<file path="config.mk">
export PLATFORM = sky130hd
export DESIGN_NAME = fetch_stage
export DESIGN_NICKNAME = d
export VERILOG_FILES = /design/src/rtl/fetch_stage_pkg.sv /design/src/rtl/fetch_stage_predecode.sv /design/src/rtl/fetch_stage.sv
export SDC_FILE = /design/constraint.sdc
export NUM_CORES = 1
export LEC_CHECK = 0
export ABC_AREA = 1
export BUFFER_PORTS_ARGS = -buffer_cell sky130_fd_sc_hd__buf_2
export CORE_MARGIN = 2
export CORE_UTILIZATION = 44
export DETAILED_ROUTE_END_ITERATION = 6
export PLACE_DENSITY = 0.66
export SETUP_SLACK_MARGIN = 0.02
export SKIP_CTS_REPAIR_TIMING = 1
export SKIP_LAST_GASP = 1
export SLEW_MARGIN = 20
export SYNTH_ARGS = -nofsm -noshare
export SYNTH_HDL_FRONTEND = slang
export SYNTH_HIERARCHICAL = 1
export SYNTH_SLANG_ARGS = --single-unit
export TNS_END_PERCENT = 100
</file>
<file path="constraint.sdc">
create_clock -name clk -period 3.7 [get_ports clk]
set_input_delay 0.37 -clock clk [delete_from_list [all_inputs] [get_ports clk]]
set_output_delay 0.37 -clock clk [all_outputs]
set_load 0.005 [all_outputs]
</file>
<file path="src/rtl/fetch_stage_pkg.sv">
// Shared types for the fetch stage: F/D record, opcode/funct encodings,
// fault status codes and the fetch FSM state.
package fetch_stage_pkg;

  typedef enum logic [1:0] {
    STAT_AOK = 2'd0,
    STAT_ADR = 2'd1,
    STAT_INS = 2'd2
  } stat_e;

  typedef enum logic [5:0] {
    OP_SPECIAL = 6'h00,
    OP_J       = 6'h02,
    OP_JAL     = 6'h03,
    OP_BEQ     = 6'h04,
    OP_BNE     = 6'h05,
    OP_ADDIU   = 6'h09,
    OP_SLTI    = 6'h0a,
    OP_SLTIU   = 6'h0b,
    OP_ANDI    = 6'h0c,
    OP_ORI     = 6'h0d,
    OP_XORI    = 6'h0e,
    OP_LUI     = 6'h0f,
    OP_LW      = 6'h23,
    OP_SW      = 6'h2b
  } opcode_e;

  typedef enum logic [5:0] {
    FN_SLL  = 6'h00,
    FN_SRL  = 6'h02,
    FN_SRA  = 6'h03,
    FN_JR   = 6'h08,
    FN_ADDU = 6'h21,
    FN_SUBU = 6'h23,
    FN_AND  = 6'h24,
    FN_OR   = 6'h25,
    FN_XOR  = 6'h26,
    FN_NOR  = 6'h27,
    FN_SLT  = 6'h2a,
    FN_SLTU = 6'h2b
  } funct_e;

  typedef enum logic [1:0] {
    S_REQ,
    S_WAIT,
    S_HOLD,
    S_HALT
  } fetch_state_e;

  // F/D pipeline record; an all-zero record is a nop with STAT_AOK
  typedef struct packed {
    stat_e       stat;
    logic [31:0] pc;
    logic [31:0] valP;
    logic [5:0]  opcode;
    logic [4:0]  rA;
    logic [4:0]  rB;
    logic [4:0]  rC;
    logic [4:0]  shamt;
    logic [5:0]  funct;
    logic [31:0] valC;
  } plr_d;

  function automatic logic op_supported(input logic [5:0] op);
    case (op)
      OP_SPECIAL, OP_J, OP_JAL, OP_BEQ, OP_BNE, OP_ADDIU, OP_SLTI, OP_SLTIU,
      OP_ANDI, OP_ORI, OP_XORI, OP_LUI, OP_LW, OP_SW: return 1'b1;
      default: return 1'b0;
    endcase
  endfunction

endpackage

</file>
<file path="src/rtl/fetch_stage_predecode.sv">
// Combinational pre-decode of one fetched word into the F/D record.
module fetch_stage_predecode
  import fetch_stage_pkg::*;
(
  input  logic [31:0] i_word,
  input  logic [31:0] i_pc,
  output plr_d        o_rec
);

  logic [31:0] w_sext;
  logic [31:0] w_zext;
  logic [31:0] w_pc4;

  assign w_sext = {{16{i_word[15]}}, i_word[15:0]};
  assign w_zext = {16'h0000, i_word[15:0]};
  assign w_pc4  = i_pc + 32'd4;

  // Field split plus opcode-dependent constant extraction
  always_comb begin
    o_rec        = '0;
    o_rec.stat   = op_supported(i_word[31:26]) ? STAT_AOK : STAT_INS;
    o_rec.pc     = i_pc;
    o_rec.valP   = i_pc;
    o_rec.opcode = i_word[31:26];
    o_rec.rA     = i_word[25:21];
    o_rec.rB     = i_word[20:16];
    o_rec.rC     = i_word[15:11];
    o_rec.shamt  = i_word[10:6];
    o_rec.funct  = i_word[5:0];
    case (i_word[31:26])
      OP_ADDIU, OP_SLTI, OP_SLTIU, OP_LW, OP_SW: o_rec.valC = w_sext;
      OP_ANDI, OP_ORI, OP_XORI:                  o_rec.valC = w_zext;
      OP_LUI:                                    o_rec.valC = {i_word[15:0], 16'h0000};
      OP_BEQ, OP_BNE:                            o_rec.valC = {w_sext[29:0], 2'b00};
      OP_JAL:                                    o_rec.valC = {w_pc4[31:28], i_word[25:0], 2'b00};
      default:                                   o_rec.valC = '0;
    endcase
  end

endmodule

</file>
<file path="src/rtl/fetch_stage.sv">
// Fetch stage and F/D register: owns the PC, runs one ibus transaction at a
// time, pre-decodes the returned word and honours stall/bubble/redirect.
module fetch_stage
  import fetch_stage_pkg::*;
#(
  parameter logic [31:0] RESET_PC = 32'hbfc0_0000
) (
  input  logic        clk,
  input  logic        resetn,
  output logic        ireq_valid,
  output logic [31:0] ireq_addr,
  input  logic        ireq_ready,
  input  logic        iresp_valid,
  input  logic [31:0] iresp_data,
  input  logic        stall_D,
  input  logic        bubble_D,
  input  logic        redirect_valid,
  input  logic [31:0] redirect_pc,
  output plr_d        r_D,
  output logic        fetch_halted
);

  fetch_state_e r_state, w_state_nx;
  logic [31:0]  r_fetch_pc, w_pc_nx;
  logic [31:0]  r_redir_pc, w_redir_pc_nx;
  logic         r_pending, w_pend_nx;
  plr_d         r_hold, w_hold_nx;
  plr_d         w_rd_nx;
  plr_d         w_pd;
  plr_d         w_adr_rec;
  logic         w_redir;
  logic         w_take;

  fetch_stage_predecode u_predecode (
    .i_word (iresp_data),
    .i_pc   (r_fetch_pc),
    .o_rec  (w_pd)
  );

  assign w_redir      = redirect_valid && !stall_D;
  assign w_take       = !stall_D && !bubble_D;
  assign fetch_halted = (r_state == S_HALT);

  // Next-state, PC, hold register and F/D record selection
  always_comb begin
    w_state_nx     = r_state;
    w_pc_nx        = r_fetch_pc;
    w_redir_pc_nx  = r_redir_pc;
    w_pend_nx      = r_pending;
    w_hold_nx      = r_hold;
    w_rd_nx        = stall_D ? r_D : '0;
    ireq_valid     = 1'b0;
    ireq_addr      = r_fetch_pc;
    w_adr_rec      = '0;
    w_adr_rec.stat = STAT_ADR;
    w_adr_rec.pc   = r_fetch_pc;
    w_adr_rec.valP = r_fetch_pc;
    case (r_state)
      S_REQ: begin
        if (w_redir) begin
          w_pend_nx     = 1'b1;
          w_redir_pc_nx = redirect_pc;
        end
        if (r_fetch_pc[1:0] != 2'b00) begin
          if (w_take) begin
            w_rd_nx    = w_adr_rec;
            w_state_nx = S_HALT;
          end
        end else begin
          ireq_valid = resetn;
          if (ireq_ready) w_state_nx = S_WAIT;
        end
      end
      S_WAIT: begin
        if (iresp_valid) begin
          w_pc_nx   = w_redir ? redirect_pc : (r_pending ? r_redir_pc : r_fetch_pc + 32'd4);
          w_pend_nx = 1'b0;
          if (w_take) begin
            w_rd_nx    = w_pd;
            w_state_nx = (w_pd.stat == STAT_AOK) ? S_REQ : S_HALT;
          end else begin
            // a bubble must not drop the word, so it parks in the hold reg too
            w_hold_nx  = w_pd;
            w_state_nx = S_HOLD;
          end
        end else if (w_redir) begin
          w_pend_nx     = 1'b1;
          w_redir_pc_nx = redirect_pc;
        end
      end
      S_HOLD: begin
        // delay slot already captured and fetch_pc already advanced: retarget directly
        if (w_redir) w_pc_nx = redirect_pc;
        if (w_take) begin
          w_rd_nx    = r_hold;
          w_state_nx = (r_hold.stat == STAT_AOK) ? S_REQ : S_HALT;
        end
      end
      default: ;
    endcase
  end

  // State and datapath registers with synchronous active-low reset
  always_ff @(posedge clk) begin
    if (!resetn) begin
      r_state    <= S_REQ;
      r_fetch_pc <= RESET_PC;
      r_redir_pc <= '0;
      r_pending  <= 1'b0;
      r_hold     <= '0;
      r_D        <= '0;
    end else begin
      assert (!(stall_D && bubble_D));
      r_state    <= w_state_nx;
      r_fetch_pc <= w_pc_nx;
      r_redir_pc <= w_redir_pc_nx;
      r_pending  <= w_pend_nx;
      r_hold     <= w_hold_nx;
      r_D        <= w_rd_nx;
    end
  end

endmodule

</file>
* Yosys cells after proc, flatten, opt, wreduce, memory -nomap -nowiden
Memories as Yosys holds them, arrays and structs flattened.
Cells that the tools add are included.
** Storage, ports and cells
- Memory bits (read-only) :: 64
- Register bits :: 295
- Bits of input ports :: 71
- Memories kept :: 1
** Memory list
- (no name shown) :: depth 64, bits a word 1, rd ports 1, clocked after memory_dff 0, wr ports 0, RTL line fetch_stage_pkg.sv:65 : case (op)
** Cells by class
- Bitwise gates (word level) :: 1
- Equal/unequal tests :: 21
- Reduce and logical (&&, ||, !) cells :: 18
- Add/sub/neg operators :: 1
- Mux-type cells :: 31
** Operators by type and width (count)
- $mux W130 :: 6
- $pmux W130 S3 :: 1
- $mux W32 :: 6
- $pmux W32 S5 :: 1
- $pmux W32 S2 :: 2
- $eq A6 B4 Y1 const B :: 7
- $add A32 B3 Y32 const B :: 1
- $mux W2 :: 9
- $eq A6 B3 Y1 const B :: 2
- $eq A6 B6 Y1 const B :: 2
- $ne A2 B2 Y1 const B :: 4
- $eq A6 B2 Y1 const B :: 1
- $logic_not A2 Y1 :: 3
- $ne A3 B3 Y1 const B :: 2
- $pmux W2 S3 :: 1
- $reduce_and A3 Y1 :: 2
- $reduce_bool A2 Y1 :: 3
- $reduce_and A5 Y1 :: 1
- $reduce_or A5 Y1 :: 1
- $eq A2 B2 Y1 const B :: 2
- $mux W1 :: 4
- $reduce_bool A3 Y1 :: 1
- $reduce_or A3 Y1 :: 1
- $eq A2 B1 Y1 const B :: 1
- other kinds (6) :: 8

* Logic depth before layout (Yosys ltp)
An unclocked memory read counts as a cell.
- Depth after elaboration :: 7
- Gate-level depth with buffers :: 12
- Mapped depth without buffers :: 12

* By module
The synthesis kept the hierarchy.
** By module, submodules not included
- fetch_stage :: cells an instance 2640, times used 1, sequential area each 6546.3 um^2, area an instance 16858.7 um^2
- fetch_stage_predecode :: cells an instance 289, times used 1, sequential area each 0.0 um^2, area an instance 1610.3 um^2

* Worst setup path after synthesis
OpenSTA, ideal clock, no wires.
- Path kind :: register -> register
- Start :: reg r_fetch_pc[2], in the netlist ireq_addr[2]
- End :: reg r_fetch_pc[26], in the netlist ireq_addr[26]
- Path slack :: 1.942 ns
- Cell stages (with the launch flop) :: 11
- Data arrival time :: 1.643 ns
- Cells stage by stage :: dfxtp_1 -> ha_1 -> nand2_1 -> nor2_1 -> nand3_1 -> nor2_1 -> nand3_1 -> nand2_1 -> nand2_1 -> a21oi_1 -> nand2_1
** On the way
- Cells in the longest elaborated chain, start to end :: 5
** Ends and longest elaborated chain
- start, declared :: RTL line fetch_stage.sv:24 : logic [31:0] r_fetch_pc, w_pc_nx;
- start signal, assigned :: RTL line fetch_stage.sv:115 : r_fetch_pc <= w_pc_nx;
- $add A32 B3 Y32 :: RTL line fetch_stage.sv:76 : w_pc_nx = w_redir ? redirect_pc : (r_pending ? r_redir_pc : r_fetch_pc + 32'd4);
- $mux W32 (2 in series) :: RTL line fetch_stage.sv:76
- $mux W32 :: RTL line fetch_stage.sv:75 : if (iresp_valid) begin
- $pmux W32 S2 :: RTL line fetch_stage.sv:58 : case (r_state)
Every way passes these cells. The select of a mux whose other input is x is not followed.
A chain may end at the register's enable or synchronous reset.

* Worst setup path in the final report
- Start :: reg r_state[1]
- End :: reg r_D[42] (netlist name)
** On the way
- Cells in the longest elaborated chain, start to end :: 2
** Ends and longest elaborated chain
- start, declared :: RTL line fetch_stage.sv:23 : fetch_state_e r_state, w_state_nx;
- start signal, assigned :: RTL line fetch_stage.sv:114 : r_state <= w_state_nx;
- $eq A2 B2 Y1 (tied with other cells) :: RTL line fetch_stage.sv:58
- $pmux W130 S3 * :: RTL line fetch_stage.sv:58
- end signal, assigned :: RTL line fetch_stage.sv:119 : r_D <= w_rd_nx;
- end, declared :: RTL line fetch_stage.sv:19 : output plr_d r_D,
Mark *: on every way between the ends. The rest lies on a longest branch, timed or not.

==> run summary <==
outcome: finished with violations
failing checks: design-rule violations
Seq pwr share: 0.382
total length of routed wires: 67500 um
Final Max Tran Viols: 0
Layout area overhead: 10.1%
Synth Instances: 2929
Fin Setup TNS: 0 ns
H-tree levels: 2
Ports: 235
Clock Sinks: 327
type of the worst setup path: reg2reg
Root Driver: clkbuf_16
Hold Path Class: in2reg
Worst Hold End: r_redir_pc[1]
# setup viols final: 0
Worst-Skew Late Latency: 0.54 ns
vias in the first global route: 18500
startpoint types: flop
largest net degree at the start of global routing: 167
vias: 20300
number of I/O port buffers: 234
Via density: 5.78
core area: 41700 um2
# rows: 75
Req. time, crit path: 4.16 ns
CTS buffer count: 37
worst r2r path cells: 7
fmax: 407 MHz
Post-Syn Area: 18500 um2
sw power: 5.71 mW
Initial DRC Count: 2517
post-synth cell types: 39
yosys warns: 6
nets: 3008
Routed Antenna Nets: 0
pwr dens: 663 nW/um2
Total Die Area: 43600 um2
worst-path maximum fanout: 71
reg2reg end: r_D[42]
DRC: 3
FF-to-FF Start: r_state[1]
ys flop type: dfxtp_1
Hold Startpoint: redirect_pc[1]
starting density of the core: 0.443
Die Y: 209 um
Crit. End Element: flop
fin util: 0.488
Arrival @ worst endpoint: 2.92 ns
sequential cell area fraction in the yosys report: 0.354
clock-pin transition on the worst setup and hold timing paths: 0.06 ns
Max clock buf depth: 3
drt pass-1 iters: 7
fin crit share: 0.664
EDFF count, synth: 0
layout cells sized above 1: 0.122
syn nets: 3005
Clock Power Share: 0.286
Synth area leaders: dfxtp_1 35%, o21ai_0 11%, nand2_1 11%
GP Congestion: 0.940
Int Pwr: 7.77 mW
Placed Area: 19000 um2
FFs w/ async S/R, synth: 0
R2R setup slack: 1.24 ns
Sw Share: 0.424
syn avg cell area: 6.31 um2
RSZ-0062 raised after global routing: false
Leakage Power: 9.17 nW
skew final: 0.00826 ns
largest area contributor in the netlist: dfxtp_1
endpoints failing hold: 0
fin area: 20300 um2
maxcap violations: 0
total global routing track utilization: 0.297
die extent in x: 209 um
initial antenna violation count: 5
Worst Tran Pin Value: 1.18 ns
pre-CTS setup slack: 1.09 ns
worst hold slack: 0.104 ns
Avg WL per Cell: 19.3 um
first-pass GRT wire length: 104000 um
slack of the critical path: 1.24 ns
CTS tree: yes
worst vdd ir: 0.443 mV
total gr overflow: 0
share of the synthesized area in the top cell type: 0.354
crit path time final: 2.46 ns
DP HPWL: 41900 um
hold path cells: 3
Yosys reg bits: 327
Gate power share: 0.332
Worst slew margin: 0.211
==> through the flow <==
| step | power, mW | cells |
|---|---|---|
| 2_1_floorplan | 8.03 | 2929 |
| 4_1_cts | 13.4 | 3498 |
| 6_report | 13.5 | 3502 |
| 5_1_grt | 14.1 | 3502 |
| 3_5_place_dp | 9.52 | 3432 |
| 3_3_place_gp | 9.45 | 3432 |
==> registers in the layout, summed over array words and instances (netlist names) <==
name and cells:
r_pending 1, r_hold 130, ireq_addr 32, r_redir_pc 32, r_state 2, r_D 130
==> metal layers <==
metal / share of wire / global-route usage / vias up / wire (um)
met5: 0.00015 / 0 / - / 10
met4: 0.028 / 0.101 / 2 / 1900
met3: 0.11 / 0.0550 / 119 / 7130
met2: 0.43 / 0.436 / 1098 / 29200
met1: 0.43 / 0.435 / 9472 / 29300
li1: - / - / 9559 / -
==> logic make-up after synthesis <==
logic type,Yosys count,share of synthesized area
buffers and inverters,528,0.133
AND/OR/NAND/NOR,1169,0.251
XOR/XNOR,8,0.00379
other,1,0.000203
AO/OA/AOI/OAI,891,0.254
adder cells (fa/ha/maj),5,0.00339
flip-flops,327,0.354
==> worst max path at each step <==
stage,from,end,slack (ns),depth (start not counted)
3_3_place_gp,stall_D,r_state[0],1.04,7
3_5_place_dp,stall_D,r_state[0],1.09,7
4_1_cts,r_state[1],r_D[42],1.23,7
2_1_floorplan,ireq_addr[2],ireq_addr[26],1.94,10
6_report,r_state[1],r_D[42],1.24,7
5_1_grt,r_state[1],r_D[52],1.03,7
==> power groups by stage <==
| stage | Combinational, mW | Sequential [mW] | Clock [mW] |
|---|---|---|---|
| floorplan | 3.28 | 4.75 | 0 |
| global placement | 4.31 | 5.14 | 0 |
| detailed placement | 4.37 | 5.15 | 0 |
| CTS | 4.40 | 5.08 | 3.90 |
| global route | 4.93 | 5.19 | 4.03 |
| finish | 4.48 | 5.15 | 3.85 |
==> cells in the final DEF, fill, tap and decap left out, types with 2 or more instances in the layout <==
master,Yosys,layout
buf_12,0,5
buf_2,61,232
a21oi_1,296,296
nand2_1,560,559
clkinv_2,0,7
nor2_2,5,4
ha_2,0,2
nand3_1,121,121
inv_1,216,214
o31a_1,2,2
clkbuf_16,0,39
a221oi_1,8,8
xor2_1,8,8
nand2_2,4,5
nor2_1,458,457
clkinv_1,2,2
or2_2,2,2
nor2_4,3,5
clkbuf_8,0,13
o21ai_0,421,421
nand3_2,2,2
clkbuf_1,129,5
inv_2,8,9
o211ai_1,10,10
nor3_1,4,4
bufinv_16,0,2
diode_2,0,4
ha_1,5,3
buf_4,100,27
o21ai_1,28,28
dfxtp_1,327,327
a31oi_1,100,100
o22ai_1,22,22
nand4_1,6,6
==> cell usage after synthesis (all sizes together), types with 2 or more instances <==
cell    number
a221oi       8
a31oi      100
ha           5
or2          3
buf        172
nor3         4
nand2      565
nand3      123
a21oi      296
clkinv       2
clkbuf     129
o211ai      10
xor2         8
nor2       466
o22ai       23
o31a         2
nand4        7
o21ai      449
dfxtp      327
inv        225
==> critical path, stage by stage, from the launching register on <==
cell,delay (ns)
dfxtp_1,0.35
inv_1,0.09
ha_2,0.24
buf_4,0.68
nand2_1,0.48
o22ai_1,0.23
o21ai_1,0.08
a21oi_1,0.17
==> area by class of cell <==
cell class	count	area, um2
antenna	4	10.0
clock buffer	57	1170
tap	539	674
fill	4305	21300
inverter	227	856
timing repair buffer	265	1480
multi-input combinational	2074	9490
clock inverter	9	98.8
sequential	327	6550
Power figures use the tool's default switching activity.
